`config.mk`:
```
export PLATFORM = sky130hd
export DESIGN_NAME = debug_trace_mux
export DESIGN_NICKNAME = d
export VERILOG_FILES = /design/src/rtl/debug_trace_mux.sv
export SDC_FILE = /design/constraint.sdc
export NUM_CORES = 1
export LEC_CHECK = 0
export BUFFER_PORTS_ARGS = -buffer_cell sky130_fd_sc_hd__buf_4
export CORE_ASPECT_RATIO = 1.4
export CORE_UTILIZATION = 29
export CTS_CLUSTER_DIAMETER = 30
export CTS_CLUSTER_SIZE = 12
export DETAILED_ROUTE_END_ITERATION = 7
export PLACE_DENSITY = 0.8
export RECOVER_POWER = 25
export SLEW_MARGIN = 20
export SYNTH_ARGS = -nofsm -noshare
export SYNTH_HDL_FRONTEND = slang
export SYNTH_SLANG_ARGS = --single-unit
export TNS_END_PERCENT = 20
```
`constraint.sdc`:
```
create_clock -name PCLK -period 0.8 [get_ports PCLK]
set_input_delay 0.12 -clock PCLK [delete_from_list [all_inputs] [get_ports PCLK]]
set_output_delay 0.12 -clock PCLK [all_outputs]
set_load 0.02 [all_outputs]
```
`src/rtl/debug_trace_mux.sv`:
```
// debug_trace_mux: registered debug channel selector with an optional trigger/capture trace buffer.
// Define DEBUG_TRACE_BUF_EN to build the trace buffer; otherwise only the registered mux exists.
module debug_trace_mux #(
    parameter int DEBUG_BUS_SIZE = 4,
    parameter int NUM_CHAN       = 24,
    parameter int SEL_W          = 5,
    parameter int DEPTH          = 64,
    parameter int ADDR_W         = 6
) (
    input  logic                               PCLK,
    input  logic                               PRESET,
    input  logic [NUM_CHAN*DEBUG_BUS_SIZE-1:0] debug_in,
    input  logic [SEL_W-1:0]                   chan_sel,
    output logic [DEBUG_BUS_SIZE-1:0]          debug_out,
    input  logic                               arm,
    input  logic                               abort,
    input  logic [DEBUG_BUS_SIZE-1:0]          trig_mask,
    input  logic [DEBUG_BUS_SIZE-1:0]          trig_value,
    input  logic [ADDR_W-1:0]                  post_count,
    output logic                               armed,
    output logic                               triggered,
    output logic                               done,
    input  logic                               rd_en,
    output logic [DEBUG_BUS_SIZE-1:0]          rd_data,
    output logic                               rd_valid,
    output logic                               empty
);
    logic [DEBUG_BUS_SIZE-1:0] debug_out_d, debug_out_q;

    always_comb
        debug_out_d = (int'(chan_sel) < NUM_CHAN) ?
                      debug_in[int'(chan_sel)*DEBUG_BUS_SIZE +: DEBUG_BUS_SIZE] : '0;

    always_ff @(posedge PCLK or posedge PRESET)
        if (PRESET) debug_out_q <= '0;
        else        debug_out_q <= debug_out_d;

    assign debug_out = debug_out_q;

`ifdef DEBUG_TRACE_BUF_EN
    typedef enum logic [1:0] {IDLE, PRETRIG, POST, DONE} state_t;

    state_t                    state_d, state_q;
    logic [ADDR_W-1:0]         wr_ptr_d, wr_ptr_q, rd_ptr_d, rd_ptr_q, post_cnt_d, post_cnt_q;
    logic [ADDR_W:0]           fill_d, fill_q;
    logic [DEBUG_BUS_SIZE-1:0] rd_data_d, rd_data_q;
    logic                      rd_valid_d, rd_valid_q;
    logic                      we, hit;
    logic [DEBUG_BUS_SIZE-1:0] mem [DEPTH];

    assign hit = ((debug_out_q ^ trig_value) & trig_mask) == '0;

    always_comb begin
        state_d    = state_q;
        wr_ptr_d   = wr_ptr_q;
        rd_ptr_d   = rd_ptr_q;
        fill_d     = fill_q;
        post_cnt_d = post_cnt_q;
        rd_data_d  = rd_data_q;
        rd_valid_d = 1'b0;
        we         = 1'b0;
        if (abort) begin
            state_d = IDLE;
            fill_d  = '0;
        end else if (arm) begin
            state_d  = PRETRIG;
            wr_ptr_d = '0;
            rd_ptr_d = '0;
            fill_d   = '0;
        end else begin
            case (state_q)
                PRETRIG: begin
                    we = 1'b1;
                    if (hit) begin
                        state_d    = POST;
                        post_cnt_d = post_count;
                    end
                end
                POST: begin
                    if (post_cnt_q == '0) begin
                        state_d  = DONE;
                        rd_ptr_d = wr_ptr_q - fill_q[ADDR_W-1:0];
                    end else begin
                        we         = 1'b1;
                        post_cnt_d = post_cnt_q - 1'b1;
                    end
                end
                DONE: begin
                    if (rd_en && fill_q != '0) begin
                        rd_valid_d = 1'b1;
                        rd_data_d  = mem[rd_ptr_q];
                        rd_ptr_d   = rd_ptr_q + 1'b1;
                        fill_d     = fill_q - 1'b1;
                    end
                end
                default: ;
            endcase
            if (we) begin
                wr_ptr_d = wr_ptr_q + 1'b1;
                fill_d   = (fill_q == (ADDR_W+1)'(DEPTH)) ? fill_q : fill_q + 1'b1;
            end
        end
    end

    always_ff @(posedge PCLK or posedge PRESET)
        if (PRESET) begin
            state_q    <= IDLE;
            wr_ptr_q   <= '0;
            rd_ptr_q   <= '0;
            post_cnt_q <= '0;
            fill_q     <= '0;
            rd_data_q  <= '0;
            rd_valid_q <= 1'b0;
        end else begin
            state_q    <= state_d;
            wr_ptr_q   <= wr_ptr_d;
            rd_ptr_q   <= rd_ptr_d;
            post_cnt_q <= post_cnt_d;
            fill_q     <= fill_d;
            rd_data_q  <= rd_data_d;
            rd_valid_q <= rd_valid_d;
        end

    // Buffer contents are don't-care after reset, so the array carries no reset.
    always_ff @(posedge PCLK)
        if (we) mem[wr_ptr_q] <= debug_out_q;

    assign armed     = state_q == PRETRIG;
    assign triggered = state_q == POST || state_q == DONE;
    assign done      = state_q == DONE;
    assign empty     = fill_q == '0 || state_q != DONE;
    assign rd_data   = rd_data_q;
    assign rd_valid  = rd_valid_q;
`else
    localparam int unused_depth = DEPTH;
    logic unused_in;

    assign unused_in = ^{arm, abort, trig_mask, trig_value, post_count, rd_en};
    assign armed     = 1'b0;
    assign triggered = 1'b0;
    assign done      = 1'b0;
    assign empty     = 1'b1;
    assign rd_data   = '0;
    assign rd_valid  = 1'b0;
`endif
endmodule

```
After elaboration in Yosys (flattened, before gate mapping)
Index checks and enable logic that the tools add are counted.
{ "word_totals": {"register_bits": 4, "wordCells": 4, "output_inout_bits": 13, "inputBits": 120} }
{ "classes": {"shift": 1, "muxes": 1, "magnitude_cmp": 1} }
{ "ops": {"columns": ["operator", "count"], "rows": [
  ["variable part select 96 x 8 -> 4 bit", 1],
  ["< comparator 5 bit (second input constant)", 1],
  ["2-to-1 mux 4 bit", 1]
]} }

Depth between registers and ports, before layout
Gate-level depths: netlist of the first run.
{ "depth": {"ltp_word": 2, "ltp_mapped": 7, "depth_no_buf": 4} }

Worst setup path before layout of the first run
OpenSTA, ideal clock, no wires.
{ "synth_path": {"path_type": "input-to-reg", "startpoint": "input chan_sel[0]", "endpoint": "register debug_out_q[0] (netlist: debug_out[0])", "required_ps": 659, "slack_ps": -499, "setup_time_ps": 141, "arrival_time_ps": 1158, "stages": 5, "n_path_buf": 1, "cell_sequence": "buf_6 > mux4_1 > mux2_2 > nand2_1 > o311ai_1"} }
{ "synth_via": {"elab_chain_cells": 2, "word_cells_on_any_way": 3, "classes_between": "order compare: 1; shift: 1; mux: 1"} }
{ "synth_rtl": {"columns": ["element", "line", "rtl"], "rows": [
  ["start, declared", "13", "input logic [SEL_W-1:0] chan_sel,"],
  ["variable part select 96 x 8 -> 4 bit or < comparator 5 bit (tied branches)", "32, 31", null],
  ["2-to-1 mux 4 bit (*)", "31", "debug_out_d = (int'(chan_sel) < NUM_CHAN) ?"],
  ["net debug_out_d[0]", "28", "logic [DEBUG_BUS_SIZE-1:0] debug_out_d, debug_out_q;"],
  ["end signal, assigned", "36", "else debug_out_q <= debug_out_d;"],
  ["end, declared", "28", null]
]} }
The timed path passes the listed nets; every way through them passes the cells marked *.

Worst setup path after layout of the first run
{ "layout_path": {"startpoint": "input chan_sel[0]", "endpoint": "register debug_out_q[2] (netlist: debug_out[2])"} }
Same word-level chain as after synthesis.

==> reports/metrics.csv, run 1 <==
metric,value,unit
status,"complete, but fails checks",
failed_checks,setup timing,
synthTopCellsByCount,"32 x mux2i_1, 16 x nand2_1, 12 x a22oi_1",
grt_use_total,0.184,
drtIter0Drc,34,
drc_errors,0,
rsz0062_at_grt,yes,
synth_seq_cells,4,
min_path_type,input pin to flop,
synth-async-reset-ratio,1.00,
fmax,907,MHz
criticalPathCategory,input pin to flop,
synthTopCellsByArea,"mux2i_1 30%, mux4_1 20%, dfrtp_1 9.5%",
syn_area_per_cell,9.44,um2
yosys_warnings,0,
multi_input_area,888,um2
yosysTopAreaCell,mux2i_1,
layoutNonFillerInstCount,261,
start_kind,input pin,
required,880,ps
p_leak,1.07,nW
largest_reg_flops,4,
drive_above_1_share,0.633,
antenna_cells,0,
port_buffers,106,
synth.cell_area,0.00106,mm2
synth_edf_count,0,
drt-total-wl,3940,um
vias_per_cell,4.97,
antenna_found_initial,0,
die-height,73.4,um
dr.max_layer_used,met4,
synth_top_area_frac,0.303,
via_count,1297,
ir_drop,0.730,mV
setup_tns,-1150,ps
die_w,53.0,um
maxCapViolations,0,
wl_met1,1260,um
nets,343,
fin_util,0.593,
gr-total-overflow,0,
first_pass_iters,4,
die_area,0.00389,mm2
yosysMostFrequentCell,mux2i_1,
ys_seq_area_frac,0.0947,
synthToLayoutAreaGrowth,92.9,%
gp_congestion,0.766,
met3_length,353,um
path_max_fanout,5,
worstPathCellList,buf_12 > mux4_2 > mux2_4 > nand2_4 > o311ai_4,
cp.arrival,1190,ps
tritoncts,done,
final_cell_area,0.00204,mm2
met2_length,2280,um
ant_nets,0,
maxSlewViolCount,0,
placed_cells,257,
crit_slowest_cell,mux4_2,
max_stage_delay,500,ps
cts.sinks,4,
ios,133,
cp-end-kind,flop,
register_area,100,um2
grt_pass1_wl,5160,um
syn_inst,112,
wl_per_cell,15.1,um
yosys_most_used_dff,dfrtp_1,
core_area,0.00344,mm2
htreeDepth,1,
dpl.hpwl,3180,um
setup_viol,8,
total_power,1.76,mW
fin_ws,-302,ps
period_share,1.38,
n_fill_cell,314,
hold_viol,0,
fin_crit,1100,ps
path_clk_slew,30,ps
grt_max_degree,17,
powerDensity,864,mW/mm2
postPlaceCellArea,0.00187,mm2
yosys.cell_types.count,18,
numCtsBuffers,3,
rows,25,
clockBufferDepth,2,
start_util,0.307,
grt_pass1_vias,1215,
cts-root-buf,clkbuf_8,
## through the flow
step	hold WS, ps	worst slack, ps
final	216	-302
after global routing	219	-313
after CTS	210	-246
after detailed placement	23.3	-605
after global placement	20.4	-585
after floorplan	-114	-441
## placed cells by master, fill, tap and decap left out, types with 2 or more instances in the layout
cell / synthesis / layout
buf_4: 11 / 107
mux2i_1: 32 / 32
nand2_1: 16 / 14
a22oi_1: 12 / 11
conb_1: 2 / 9
mux4_2: 0 / 8
buf_6: 1 / 6
nand4_1: 4 / 4
mux2_4: 0 / 4
dfrtp_1: 4 / 4
clkbuf_8: 0 / 3
nor2b_1: 3 / 2
o311ai_1: 4 / 2
buf_12: 0 / 2
## layer usage
layer  track usage  vias to the layer above
li1              -                      630
met1         0.167                      590
met2         0.380                       71
met3        0.0352                        6
met4        0.0614                        0
met5             0                        -
## worst paths after layout
path                              from            to  cells past startpoint
min in group asynchronous       PRESET  debug_out[2]                      3
hold / removal             chan_sel[2]  debug_out[1]                      2
setup / recovery           chan_sel[0]  debug_out[2]                      5
max in group asynchronous       PRESET  debug_out[1]                      3
## cell families after synthesis
| family | after synthesis | share of synthesized area |
|---|---|---|
| other cells | 2 | 0.00710 |
| compound gates | 16 | 0.118 |
| flops | 4 | 0.0947 |
| mux | 44 | 0.544 |
| simple gates | 26 | 0.115 |
| buf+inv | 20 | 0.121 |
## power breakdown
part,internal [mW],leakage [nW],switching (mW)
Combinational,0.673,0.999,0.409
Clock,0.322,0.0216,0.115
Sequential,0.230,0.0494,0.0136
## cell type report
type | instances | area share
inverter | 1 | 0.00184
sequential | 4 | 0.0491
clock buffer | 3 | 0.0202
multi-input combinational | 95 | 0.436
tap | 40 | 0.0245
timing repair buffer | 118 | 0.469
## critical path: cells and delay by family
kind | cells | cell delay, ps
AO/OA/AOI/OAI | 1 | 80
buffers and inverters | 1 | 100
multiplexers | 2 | 800
AND/OR/NAND/NOR | 1 | 80
## timing repair
item,CTS,global route
resized for setup,20,5
pin swaps,2,0
setup buffers,0,0
hold buffers,1,0
endpoints found under the setup margin,8,8
endpoints found under the hold margin,4,0
gates cloned,1,0
Note: power is estimated with default switching activity, not from simulation.
==> run 2, diff against run 1 <==
--- a/config.mk
+++ b/config.mk
@@ -5,13 +5,14 @@
 export SDC_FILE = /design/constraint.sdc
 export NUM_CORES = 1
 export LEC_CHECK = 0
+export ABC_AREA = 1
 export BUFFER_PORTS_ARGS = -buffer_cell sky130_fd_sc_hd__buf_4
 export CORE_ASPECT_RATIO = 1.4
-export CORE_UTILIZATION = 29
+export CORE_UTILIZATION = 31
 export CTS_CLUSTER_DIAMETER = 30
 export CTS_CLUSTER_SIZE = 12
 export DETAILED_ROUTE_END_ITERATION = 7
-export PLACE_DENSITY = 0.8
+export PLACE_DENSITY = 0.81
 export RECOVER_POWER = 25
 export SLEW_MARGIN = 20
 export SYNTH_ARGS = -nofsm -noshare
==> reports/metrics.csv, run 2 <==
metric,value,unit
status,"complete, but fails checks",
failed_checks,setup timing,
synth_edf_count,0,
max_stage_delay,370,ps
critical_path_cell_count,1,
placed_cells,378,
start_kind,flop,
drc_errors,0,
startpoint,debug_out[0],
path_clk_slew,30,ps
drive_above_1_share,0.397,
p_leak,1.28,nW
synthTopCellsByArea,"nand2_1 35%, nand3_1 19%, dfrtp_1 8.7%",
criticalPathCategory,flop to primary output,
ir_drop,0.788,mV
path_max_fanout,1,
min_path_type,input pin to flop,
layoutNonFillerInstCount,390,
htreeDepth,1,
worstPathCellList,buf_6,
path_buf_inv,1,
nets,472,
core_area,0.00347,mm2
cts.sinks,4,
yosys_most_used_dff,dfrtp_1,
syn_inst,238,
yosys_warnings,0,
yosysMostFrequentCell,nand2_1,
rows,25,
synthToLayoutAreaGrowth,101,%
setup_viol,6,
gr-total-overflow,0,
period_share,1.05,
crit_family,flip-flops,
syn_area_per_cell,4.85,um2
powerDensity,804,mW/mm2
die_w,53.6,um
largest_reg_flops,4,
grt_pass1_vias,1654,
start_util,0.332,
crit_path_end,debug_out[0],
grt_use_total,0.217,
fmax,1190,MHz
die_area,0.00397,mm2
total_power,1.87,mW
wl_per_cell,12.2,um
final_common_cell,buf_4,
ant_nets,0,
ys_seq_area_frac,0.0868,
hold_viol,0,
synthTopCellsByCount,"108 x nand2_1, 44 x nand3_1, 25 x nor2_1",
cp.arrival,720,ps
dpl.hpwl,3260,um
synth_top_area_frac,0.351,
crit_slowest_cell,dfrtp_1,
yosysTopAreaCell,nand2_1,
fin_util,0.669,
grt_pass1_wl,6540,um
die-height,74.2,um
required,680,ps
numCtsBuffers,3,
final_cell_mix,"106 x buf_4, 104 x nand2_1, 40 x nand3_1",
maxCapViolations,0,
cp-end-kind,primary output,
synth_seq_cells,4,
fin_crit,843,ps
final_cell_area,0.00232,mm2
postPlaceCellArea,0.00200,mm2
yosys.cell_types.count,15,
fin_ws,-42.9,ps
grt_max_degree,49,
drtIter0Drc,85,
synth.cell_area,0.00115,mm2
clockBufferDepth,2,
antenna_cells,0,
ios,133,
drt-total-wl,4780,um
port_buffers,106,
first_pass_iters,4,
via_count,1926,
rsz0062_at_grt,yes,
synth-async-reset-ratio,1.00,
cts-root-buf,clkbuf_8,
vias_per_cell,4.94,
gp_congestion,0.801,
antenna_found_initial,0,
tritoncts,done,
maxSlewViolCount,0,
## run 2: routing by layer
layer  vias up  GRT usage  share of wire
met5         -          0              0
met4         0     0.0731          0.010
met2       105      0.401           0.53
met3         8     0.0409          0.088
met1       840      0.240           0.38
li1        973          -              -
## run 2: cell families (layout without fill, tap and decap cells)
family / Yosys count / in the layout / share of synthesized area
compound gates: 24 / 24 / 0.121
buf+inv: 31 / 136 / 0.162
flops: 4 / 4 / 0.0868
other cells: 2 / 9 / 0.00651
simple gates: 177 / 177 / 0.624
## run 2: cell type report
cell class	instances	area, um2
Fill cell	335	1150
Timing Repair Buffer	125	1130
Multi-Input combinational cell	210	923
Sequential cell	4	100
Inverter	6	53.8
Tap cell	40	50.0
Clock buffer	3	41.3
Timing Repair inverter	2	22.5
## run 2: power breakdown
group	total, mW	leakage, nW	internal (mW)	switching, mW
clock network	0.420	0.0216	0.320	0.0998
logic	1.21	1.21	0.677	0.533
registers	0.238	0.0496	0.227	0.0109
total	1.87	1.28	1.22	0.644
## run 2: tightest hold or removal path, delay by kind of cell
kind | cells | cell delay [ps]
AND/OR/NAND/NOR | 2 | 130
AO/OA/AOI/OAI | 2 | 120
buffers and inverters | 1 | 80
## run 2: repair_timing
| action | CTS | global route |
|---|---|---|
| pin swaps | 2 | 9 |
| resized for setup | 11 | 17 |
| setup buffers | 0 | 0 |
| endpoints found under the setup margin | 8 | 8 |
| hold buffers | 1 | 0 |
| gates cloned | 1 | 7 |
| endpoints found under the hold margin | 4 | 0 |
## run 2: per-stage QoR
| step | hold WS, ps | worst slack (ps) | TNS [ps] |
|---|---|---|---|
| 6_report | 270 | -42.9 | -119 |
| 5_1_grt | 307 | -96.8 | -488 |
| 4_1_cts | 271 | -41.2 | -123 |
| 3_5_place_dp | 10.7 | -279 | -1060 |
| 3_3_place_gp | 13.2 | -273 | -1020 |
| 2_1_floorplan | -114 | -105 | -371 |
## run 2: worst min-delay path by stage
stage,cells after the start,from,end
detailed placement,2,PRESET,debug_out[3]
CTS,5,debug_in[35],debug_out[3]
global placement,2,PRESET,debug_out[2]
finish,5,debug_in[35],debug_out[3]
global route,5,debug_in[35],debug_out[3]
floorplan,1,PRESET,debug_out[0]
